File: src/rtl/hazard_if.sv
// Hazard-unit bundle: per-stage pipeline controls/specifiers in, stall/flush/forward decisions out.
interface hazard_if #(
    parameter int STALL_CNT_W = 16
);
    logic [4:0]             rs_d;
    logic [4:0]             rt_d;
    logic [4:0]             rs_e;
    logic [4:0]             rt_e;
    logic [4:0]             writereg_e;
    logic [4:0]             writereg_m;
    logic [4:0]             writereg_w;
    logic                   regwrite_e;
    logic                   regwrite_m;
    logic                   regwrite_w;
    logic                   memtoreg_e;
    logic                   memtoreg_m;
    logic                   branch_d;
    logic                   bne_d;
    logic                   jr_d;
    logic                   hien_e;
    logic                   loen_e;
    logic                   mfhi_d;
    logic                   mflo_d;
    logic                   mdu_d;
    logic                   stall_f;
    logic                   stall_d;
    logic                   flush_e;
    logic                   forward_ad;
    logic                   forward_bd;
    logic [1:0]             forward_ae;
    logic [1:0]             forward_be;
    logic                   mdu_busy;
    logic [STALL_CNT_W-1:0] stall_count;

    modport master (
        output rs_d, rt_d, rs_e, rt_e, writereg_e, writereg_m, writereg_w,
               regwrite_e, regwrite_m, regwrite_w, memtoreg_e, memtoreg_m,
               branch_d, bne_d, jr_d, hien_e, loen_e, mfhi_d, mflo_d, mdu_d,
        input  stall_f, stall_d, flush_e, forward_ad, forward_bd,
               forward_ae, forward_be, mdu_busy, stall_count
    );

    modport slave (
        input  rs_d, rt_d, rs_e, rt_e, writereg_e, writereg_m, writereg_w,
               regwrite_e, regwrite_m, regwrite_w, memtoreg_e, memtoreg_m,
               branch_d, bne_d, jr_d, hien_e, loen_e, mfhi_d, mflo_d, mdu_d,
        output stall_f, stall_d, flush_e, forward_ad, forward_bd,
               forward_ae, forward_be, mdu_busy, stall_count
    );
endinterface

File: src/rtl/hazard_unit.sv
// 5-stage MIPS hazard resolver: load-use / branch / HI-LO stalls, E and D forwarding,
// multi-cycle MDU busy tracking and a saturating stalled-cycle counter.
module hazard_unit #(
    parameter int MDU_LATENCY = 4,
    parameter int STALL_CNT_W = 16
) (
    input  logic     clk,
    input  logic     rst_n,
    hazard_if.slave  hz
);
    localparam logic [3:0]             MDU_LOAD  = 4'(MDU_LATENCY - 1);
    localparam logic [STALL_CNT_W-1:0] STALL_MAX = {STALL_CNT_W{1'b1}};
    localparam logic [STALL_CNT_W-1:0] STALL_ONE = {{(STALL_CNT_W-1){1'b0}}, 1'b1};

    logic [3:0]             mdu_cnt_q;
    logic [3:0]             mdu_cnt_d;
    logic [STALL_CNT_W-1:0] stall_count_q;
    logic [STALL_CNT_W-1:0] stall_count_d;
    logic                   lwstall_s;
    logic                   brstall_s;
    logic                   mdustall_s;
    logic                   stall_s;
    logic                   mdu_busy_s;
    logic                   br_dep_s;
    logic                   jr_dep_s;

    // $0 is hard-wired, so a zero specifier never creates a dependency
    function automatic logic reg_match(input logic [4:0] a, input logic [4:0] b);
        return (a != 5'd0) && (a == b);
    endfunction

    function automatic logic [1:0] fwd_sel(input logic [4:0] src);
        if (hz.regwrite_m && reg_match(src, hz.writereg_m)) begin
            return 2'b10;
        end else if (hz.regwrite_w && reg_match(src, hz.writereg_w)) begin
            return 2'b01;
        end else begin
            return 2'b00;
        end
    endfunction

    assign lwstall_s = hz.memtoreg_e &
                       (reg_match(hz.rs_d, hz.writereg_e) | reg_match(hz.rt_d, hz.writereg_e));

    assign br_dep_s = (hz.regwrite_e & (reg_match(hz.rs_d, hz.writereg_e) |
                                        reg_match(hz.rt_d, hz.writereg_e))) |
                      (hz.memtoreg_m & (reg_match(hz.rs_d, hz.writereg_m) |
                                        reg_match(hz.rt_d, hz.writereg_m)));
    assign jr_dep_s = (hz.regwrite_e & reg_match(hz.rs_d, hz.writereg_e)) |
                      (hz.memtoreg_m & reg_match(hz.rs_d, hz.writereg_m));
    assign brstall_s = ((hz.branch_d | hz.bne_d) & br_dep_s) | (hz.jr_d & jr_dep_s);

    assign mdu_busy_s = hz.hien_e | hz.loen_e | (mdu_cnt_q != 4'd0);
    assign mdustall_s = mdu_busy_s & (hz.mfhi_d | hz.mflo_d | hz.mdu_d);
    assign stall_s    = lwstall_s | brstall_s | mdustall_s;

    // MDU countdown: a mult/div in E reloads it; a flushed bubble carries no enables
    always_comb begin
        mdu_cnt_d = mdu_cnt_q;
        if (hz.hien_e || hz.loen_e) begin
            mdu_cnt_d = MDU_LOAD;
        end else if (mdu_cnt_q != 4'd0) begin
            mdu_cnt_d = mdu_cnt_q - 4'd1;
        end else begin
            mdu_cnt_d = mdu_cnt_q;
        end
    end

    // Stall performance counter, sticks at all-ones
    always_comb begin
        stall_count_d = stall_count_q;
        if (stall_s && (stall_count_q != STALL_MAX)) begin
            stall_count_d = stall_count_q + STALL_ONE;
        end else begin
            stall_count_d = stall_count_q;
        end
    end

    // State registers
    always_ff @(posedge clk or negedge rst_n) begin
        if (!rst_n) begin
            mdu_cnt_q     <= 4'd0;
            stall_count_q <= {STALL_CNT_W{1'b0}};
        end else begin
            mdu_cnt_q     <= mdu_cnt_d;
            stall_count_q <= stall_count_d;
        end
    end

    assign hz.stall_f     = stall_s;
    assign hz.stall_d     = stall_s;
    assign hz.flush_e     = stall_s;
    assign hz.forward_ad  = hz.regwrite_m & reg_match(hz.rs_d, hz.writereg_m);
    assign hz.forward_bd  = hz.regwrite_m & reg_match(hz.rt_d, hz.writereg_m);
    assign hz.forward_ae  = fwd_sel(hz.rs_e);
    assign hz.forward_be  = fwd_sel(hz.rt_e);
    assign hz.mdu_busy    = mdu_busy_s;
    assign hz.stall_count = stall_count_q;
endmodule

File: src/flat_wrapper.sv
// flat-port wrapper written by rule: the top's interface ports become plain ports
module hazard_unit_flat 
#(
    parameter int MDU_LATENCY = 4,
    parameter int STALL_CNT_W = 16
)
  (clk, rst_n, hz_rs_d, hz_rt_d, hz_rs_e, hz_rt_e, hz_writereg_e, hz_writereg_m, hz_writereg_w, hz_regwrite_e, hz_regwrite_m, hz_regwrite_w, hz_memtoreg_e, hz_memtoreg_m, hz_branch_d, hz_bne_d, hz_jr_d, hz_hien_e, hz_loen_e, hz_mfhi_d, hz_mflo_d, hz_mdu_d, hz_stall_f, hz_stall_d, hz_flush_e, hz_forward_ad, hz_forward_bd, hz_forward_ae, hz_forward_be, hz_mdu_busy, hz_stall_count);
  hazard_if #(.STALL_CNT_W(STALL_CNT_W)) hz_i ();
  input  logic clk;
  input  logic rst_n;
  input wire logic [$bits(hz_i.rs_d)-1:0] hz_rs_d;
  input wire logic [$bits(hz_i.rt_d)-1:0] hz_rt_d;
  input wire logic [$bits(hz_i.rs_e)-1:0] hz_rs_e;
  input wire logic [$bits(hz_i.rt_e)-1:0] hz_rt_e;
  input wire logic [$bits(hz_i.writereg_e)-1:0] hz_writereg_e;
  input wire logic [$bits(hz_i.writereg_m)-1:0] hz_writereg_m;
  input wire logic [$bits(hz_i.writereg_w)-1:0] hz_writereg_w;
  input wire logic [$bits(hz_i.regwrite_e)-1:0] hz_regwrite_e;
  input wire logic [$bits(hz_i.regwrite_m)-1:0] hz_regwrite_m;
  input wire logic [$bits(hz_i.regwrite_w)-1:0] hz_regwrite_w;
  input wire logic [$bits(hz_i.memtoreg_e)-1:0] hz_memtoreg_e;
  input wire logic [$bits(hz_i.memtoreg_m)-1:0] hz_memtoreg_m;
  input wire logic [$bits(hz_i.branch_d)-1:0] hz_branch_d;
  input wire logic [$bits(hz_i.bne_d)-1:0] hz_bne_d;
  input wire logic [$bits(hz_i.jr_d)-1:0] hz_jr_d;
  input wire logic [$bits(hz_i.hien_e)-1:0] hz_hien_e;
  input wire logic [$bits(hz_i.loen_e)-1:0] hz_loen_e;
  input wire logic [$bits(hz_i.mfhi_d)-1:0] hz_mfhi_d;
  input wire logic [$bits(hz_i.mflo_d)-1:0] hz_mflo_d;
  input wire logic [$bits(hz_i.mdu_d)-1:0] hz_mdu_d;
  output wire logic [$bits(hz_i.stall_f)-1:0] hz_stall_f;
  output wire logic [$bits(hz_i.stall_d)-1:0] hz_stall_d;
  output wire logic [$bits(hz_i.flush_e)-1:0] hz_flush_e;
  output wire logic [$bits(hz_i.forward_ad)-1:0] hz_forward_ad;
  output wire logic [$bits(hz_i.forward_bd)-1:0] hz_forward_bd;
  output wire logic [$bits(hz_i.forward_ae)-1:0] hz_forward_ae;
  output wire logic [$bits(hz_i.forward_be)-1:0] hz_forward_be;
  output wire logic [$bits(hz_i.mdu_busy)-1:0] hz_mdu_busy;
  output wire logic [$bits(hz_i.stall_count)-1:0] hz_stall_count;
  assign hz_i.rs_d = hz_rs_d;
  assign hz_i.rt_d = hz_rt_d;
  assign hz_i.rs_e = hz_rs_e;
  assign hz_i.rt_e = hz_rt_e;
  assign hz_i.writereg_e = hz_writereg_e;
  assign hz_i.writereg_m = hz_writereg_m;
  assign hz_i.writereg_w = hz_writereg_w;
  assign hz_i.regwrite_e = hz_regwrite_e;
  assign hz_i.regwrite_m = hz_regwrite_m;
  assign hz_i.regwrite_w = hz_regwrite_w;
  assign hz_i.memtoreg_e = hz_memtoreg_e;
  assign hz_i.memtoreg_m = hz_memtoreg_m;
  assign hz_i.branch_d = hz_branch_d;
  assign hz_i.bne_d = hz_bne_d;
  assign hz_i.jr_d = hz_jr_d;
  assign hz_i.hien_e = hz_hien_e;
  assign hz_i.loen_e = hz_loen_e;
  assign hz_i.mfhi_d = hz_mfhi_d;
  assign hz_i.mflo_d = hz_mflo_d;
  assign hz_i.mdu_d = hz_mdu_d;
  assign hz_stall_f = hz_i.stall_f;
  assign hz_stall_d = hz_i.stall_d;
  assign hz_flush_e = hz_i.flush_e;
  assign hz_forward_ad = hz_i.forward_ad;
  assign hz_forward_bd = hz_i.forward_bd;
  assign hz_forward_ae = hz_i.forward_ae;
  assign hz_forward_be = hz_i.forward_be;
  assign hz_mdu_busy = hz_i.mdu_busy;
  assign hz_stall_count = hz_i.stall_count;
  hazard_unit #(.MDU_LATENCY(MDU_LATENCY), .STALL_CNT_W(STALL_CNT_W)) u_core (.clk(clk), .rst_n(rst_n), .hz(hz_i));
endmodule
File: config.mk
export PLATFORM = sky130hd
export DESIGN_NAME = hazard_unit_flat
export DESIGN_NICKNAME = d
export VERILOG_FILES = /design/src/rtl/hazard_if.sv /design/src/rtl/hazard_unit.sv /design/src/flat_wrapper.sv
export SDC_FILE = /design/constraint.sdc
export NUM_CORES = 1
export LEC_CHECK = 0
export CORE_ASPECT_RATIO = 0.75
export CORE_MARGIN = 2
export CORE_UTILIZATION = 42
export DETAILED_ROUTE_END_ITERATION = 8
export GPL_TIMING_DRIVEN = 0
export PLACE_DENSITY = 0.81
export SYNTH_ARGS = -nofsm -noshare
export SYNTH_HDL_FRONTEND = slang
export SYNTH_SLANG_ARGS = --single-unit
File: constraint.sdc
create_clock -name clk -period 4.5 [get_ports clk]
set_clock_uncertainty 0.15 [all_clocks]
set_input_delay 1.125 -clock clk [delete_from_list [all_inputs] [get_ports clk]]
set_output_delay 1.125 -clock clk [all_outputs]
set_load 0.01 [all_outputs]
==> results.toml, run 1 <==
[sta]
period_share_pct = 98.0
finalCriticalPeriod_ps = 4410
setup_ws_ps = 87.9
hold_violations = 0
rsz0062_at_grt = "false"
slew-limit-headroom_pct = 42.0
worst_slew_pin_slew_ps = 867
slew_violations = 0
final-setup-viol-count = 0
setup_tns_ps = 0
fmaxAchievable_ghz = 0.227

[clocking]
postCtsHoldBufs = 0
clockBufferDepth = 2
cts_sinks = 20
cts_buffers = 3
h-tree-depth = 1
clk_latency_ps = 260
cts_tree = "done"
path_clk_slew_ps = 70
cts_root_buffer = "clkbuf_8"

[grt]
use_met3_pct = 5.06
grt-ovfl-total = 0
antenna_found_initial = 0
grt_pass1_vias = 1604
grt_max_degree = 21
busiest_layer = "met2"
grt_pass1_wl_mm = 8.02
groute.layer.met1.usage_pct = 34.1
met2_usage_pct = 35.8
grt.total_usage_pct = 23.2

[cells_and_area]
layout-area-overhead-vs-synth_pct = 59.0
fillers = 311
insertedDiodeCount = 0
final_nets = 306
drive_above_1_share_pct = 14.3

[setup_path]
cp.required_ps = 3220
critical_path_class = "primary input to output port"
endpoint_kind = "output port"
cp.arrival_ps = 3140
start_kind = "primary input"
critPathMaxFanout = 4

[synth]
ys_warn_count = 0
synthTopCellsByArea = "dfrtp_1 30%, xnor2_1 25%, xor2_1 4.8%"
async_flop_share_pct = 100
avgSynthCellArea_sq_um = 9.77
synth_top_area_share_pct = 30.3
synth_seq_area_share_pct = 30.3
synthTopCellsByCount = "47 x xnor2_1, 20 x dfrtp_1, 12 x and3_1"
synth-edff-count = 0
yosysTopAreaCell = "dfrtp_1"
ys_ff_latch = 20
ys_types = 35
syn-num-nets = 222
synth_top_flop_cell = "dfrtp_1"
synth_area_sq_mm = 0.00165
synth_most_common_cell = "xnor2_1"
syn_inst = 169

[run]
maxCapViolCount = 0

[route]
wl_per_cell_microns = 16.2
vias = 1561
drc = 0
drt_iter0_markers = 69
viasPerCell = 5.13
dr.pass1.iters = 4
finalWirelength_mm = 4.91
ant_nets = 0

[floorplanning]
io_pins = 76
row_count = 19
core_sq_mm = 0.00371
die_y_microns = 58.3
die_x_microns = 76.4
initial_utilization_pct = 44.5
die_area_sq_mm = 0.00446

[pwr]
power_density_mw_per_mm2 = 273
power.leakage_nw = 1.04
peakVddDrop_v = 0.000337

[place]
port_buffers = 75
gp_congestion = 0.842
dp_hpwl_mm = 3.93
preCtsSetupSlack_ps = -646

[worst_hold_path]
hold_class = "register to register"

[outcome]
outcome = "completed"
## flip-flops by register name (all words and copies together) (netlist names)
name / cells
u_core.hz.stall_count: 16
u_core.mdu_cnt_q: 4
## where the power goes
| group | internal (mW) | total (mW) | leakage, nW | switching (mW) |
|---|---|---|---|---|
| Combinational | 0.170 | 0.284 | 0.752 | 0.114 |
| Clock | 0.119 | 0.180 | 0.0357 | 0.0609 |
| Sequential | 0.215 | 0.254 | 0.252 | 0.0392 |
| Total | 0.504 | 0.718 | 1.04 | 0.215 |
## critical path, stage by stage
cell,delay [ps]
dlygate4sd2_1,270
or4_4,560
o211ai_4,240
nor3_2,90
o31ai_4,270
nand4_4,140
buf_12,160
dlygate4sd2_1,270
## cell usage in the layout (no fill, tap or decap), types with 3 or more instances in the layout
cell type and instances:
nand4_1 8, nor2_1 7, xor2_1 9, clkbuf_8 3, buf_4 7, nand3_1 4, nand2_1 6, nand3_2 7
nor4_1 6, ha_1 3, and3_1 12, and2_1 3, dfrtp_1 20, xnor2_1 47, clkdlybuf4s50_1 62, inv_1 4
dlygate4sd2_1 6
## stage by stage
stage / total power, mW / utilization, % / cells / instance area [sq um] / hold WS [ps]
6_report: 0.718 / 70.8 / 304 / 2630 / 344
5_1_grt: 0.761 / 70.8 / 304 / 2630 / 364
4_1_cts: 0.723 / 70.7 / 304 / 2620 / 347
3_5_place_dp: 0.534 / 66.5 / 296 / 2470 / 333
3_3_place_gp: 0.528 / 66.5 / 296 / 2470 / 334
2_1_floorplan: 0.377 / - / 169 / 1650 / 368
## routing by layer
| layer | wire length (microns) | vias to the layer above |
|---|---|---|
| li1 | - | 776 |
| met1 | 2550 | 739 |
| met2 | 2120 | 40 |
| met3 | 200 | 6 |
| met4 | 38 | 0 |
| met5 | 0 | - |
## what timing repair did
action,in CTS,in global routing
endpoints found under the setup margin,4,5
gates resized for setup,28,4
buffers inserted,4,0
pin swaps,4,6
## path summary, 6_finish.rpt
path	from	to	slack, ps	cells past startpoint
setup / recovery	hz_rs_d[4]	hz_flush_e	90	8
hold / removal	u_core.hz.stall_count[8]	u_core.hz.stall_count[8]	340	1
setup reg to reg	u_core.mdu_cnt_q[0]	u_core.hz.stall_count[1]	1710	10
hold reg to reg	u_core.hz.stall_count[8]	u_core.hz.stall_count[8]	340	1
max in group asynchronous	rst_n	u_core.mdu_cnt_q[0]	2470	1
min in group asynchronous	rst_n	u_core.hz.stall_count[10]	1200	1
## area by class of cell
cell class	count	area [sq um]	share of cell area, %
clock inverter	1	30.0	1.14
clock buffer	3	41.3	1.57
timing repair buffer	79	773	29.4
tap	52	65.1	2.48
inverter	4	15.0	0.572
sequential	20	500	19.1
buffer	4	40.0	1.52
multi-input combinational	141	1160	44.2
## logic make-up (layout without fill, tap and decap cells)
logic type      Yosys count  after routing  share of synthesized area [%]
compound gates            9              9                           5.00
xor+xnor                 56             56                           29.7
buf+inv                   8             91                           2.80
simple gates             70             70                           28.0
flops                    20             20                           30.3
mux                       3              3                           1.89
fa+ha+maj                 3              3                           2.27
No activity file was read; power rests on OpenSTA's default activity.
==> run 2, diff against run 1 <==
HOLD_SLACK_MARGIN = 0.02   (was not set)
==> results of run 2 <==
Same layout as run 1: the final DEF is identical, and so are final timing and power.
==> run 3, diff against run 2 <==
TNS_END_PERCENT = 5   (was not set)
==> run 3 against run 2 <==
  * Register-to-register slack gained 30 ps
  * Total power fell by 0.55%
  * Largest power group unchanged
  * Flip-flop and latch count unchanged
  * Via count rose by 0.45%
  * Core utilization is 0.71 points lower
  * Sequential share of layout area is 0.19 points higher
  * The run now ends with setup timing left
  * Maximum frequency is 2.3% lower
==> results.toml, run 3 (synthesis results as in run 1) <==
[outcome]
outcome = "finished with violations"
violations = "setup timing"

[place]
dp_hpwl_mm = 3.93
place_area_sq_mm = 0.00247
port_buffers = 75
gp_congestion = 0.842

[clocking]
postCtsHoldBufs = 0
cts_tree = "done"
clockBufferDepth = 2
cts_buffers = 3
cts_sinks = 20
clk_latency_ps = 260
cts_root_buffer = "clkbuf_8"
path_clk_slew_ps = 70
h-tree-depth = 1

[grt]
grt_max_degree = 21
antenna_found_initial = 0
grt.total_usage_pct = 22.7
grt_pass1_vias = 1572
grt_pass1_wl_mm = 7.86
grt-ovfl-total = 0

[sta]
worst_slew_pin_slew_ps = 869
rsz0062_at_grt = "true"
final-setup-viol-count = 2
setup_ws_ps = -17.4
fmaxAchievable_ghz = 0.221
slew-limit-headroom_pct = 41.9
slew_violations = 0
hold_violations = 0
finalCriticalPeriod_ps = 4520
period_share_pct = 100

[cells_and_area]
fin_area_sq_mm = 0.00260
layout_common_cells = "62 x clkdlybuf4s50_1, 47 x xnor2_1, 20 x dfrtp_1, 12 x and3_1, 11 x dlygate4sd2_1"
insertedDiodeCount = 0
fillers = 317
final_nets = 305
drive_above_1_share_pct = 11.2
layout_commonest_cell = "clkdlybuf4s50_1"
layout-area-overhead-vs-synth_pct = 57.4
largest_reg_flops = 16

[setup_path]
endpoint_kind = "output port"
cp.required_ps = 3220
critical_path_class = "primary input to output port"
cp.arrival_ps = 3240
critPathMaxFanout = 5
timing.rr.end = "u_core.hz.stall_count[1]"
start_kind = "primary input"
crit_start = "hz_rs_d[1]"
worstReg2RegStart = "u_core.mdu_cnt_q[0]"
rrSetupSlack_ps = 1740
reg2reg_depth = 10

[run]
maxCapViolCount = 0

[floorplanning]
row_count = 19
core_sq_mm = 0.00371
initial_utilization_pct = 44.5
die_x_microns = 76.4
die_area_sq_mm = 0.00446
die_y_microns = 58.3
io_pins = 76

[worst_hold_path]
min_path_cells = 1
min_to = "u_core.hz.stall_count[8]"
hold_class = "register to register"
hp-start = "u_core.hz.stall_count[8]"

[route]
finalWirelength_mm = 4.82
ant_nets = 0
drt_iter0_markers = 66
viasPerCell = 5.17
vias = 1568
dr.pass1.iters = 4
wl_per_cell_microns = 15.9
drc = 0

[pwr]
power_density_mw_per_mm2 = 275
fin_total_pwr_mw = 0.714
power.leakage_nw = 1.03
peakVddDrop_v = 0.000337
## run 3: worst max-delay path: stages
cell,delay [ps]
dlygate4sd2_1,270
or4_4,560
o211ai_4,210
nor3_1,110
o31ai_4,250
nand4_4,150
buf_12,170
buf_4,120
dlygate4sd2_1,270
## run 3: what timing repair did
item | in CTS | in global routing
setup buffers | 3 | 0
cloned | 0 | 0
resized for setup | 19 | 2
endpoints found under the setup margin | 4 | 4
pin swaps | 2 | 1
## run 3: area by class of cell
cell class / count / area [sq um] / share of cell area, %
clock buffer: 3 / 41.3 / 1.59
sequential: 20 / 500 / 19.2
multi-input combinational: 141 / 1140 / 44.0
clock inverter: 1 / 30.0 / 1.15
inverter: 4 / 15.0 / 0.577
timing repair buffer: 78 / 764 / 29.4
buffer: 4 / 40.0 / 1.54
tap: 52 / 65.1 / 2.50
## run 3: stage by stage
stage | util [%] | hold WS, ps | cells | setup TNS [ps] | setup WS [ps]
final | 70.1 | 344 | 303 | -34.4 | -17.4
after global routing | 70.1 | 364 | 303 | -189 | -97.1
after CTS | 70.0 | 347 | 303 | -62.7 | -31.7
after detailed placement | 66.5 | 333 | 296 | -1900 | -646
after global placement | 66.5 | 334 | 296 | -1980 | -670
after floorplan | - | 368 | 169 | 0 | 558
## run 3: layer usage
layer / vias to the layer above / part of all wire, % / global-route usage, %
met1: 724 / 51 / 34.1
met4: 0 / 0.87 / 4.16
li1: 775 / - / -
met2: 61 / 42 / 34.1
met3: 8 / 5.3 / 5.06
met5: - / 0 / 0
## run 3: report_power, final
| group | switching [mW] | internal (mW) |
|---|---|---|
| Clock | 0.0605 | 0.119 |
| Combinational | 0.112 | 0.168 |
| Sequential | 0.0391 | 0.215 |
## run 3: how the worst max path moves through the flow
stage	end	slack [ps]	cells after the start
after floorplan	hz_stall_d	560	7
after global placement	hz_stall_f	-670	9
after detailed placement	hz_stall_f	-650	9
after CTS	hz_stall_f	-30	9
after global routing	hz_stall_f	-100	9
final	hz_stall_f	-20	9
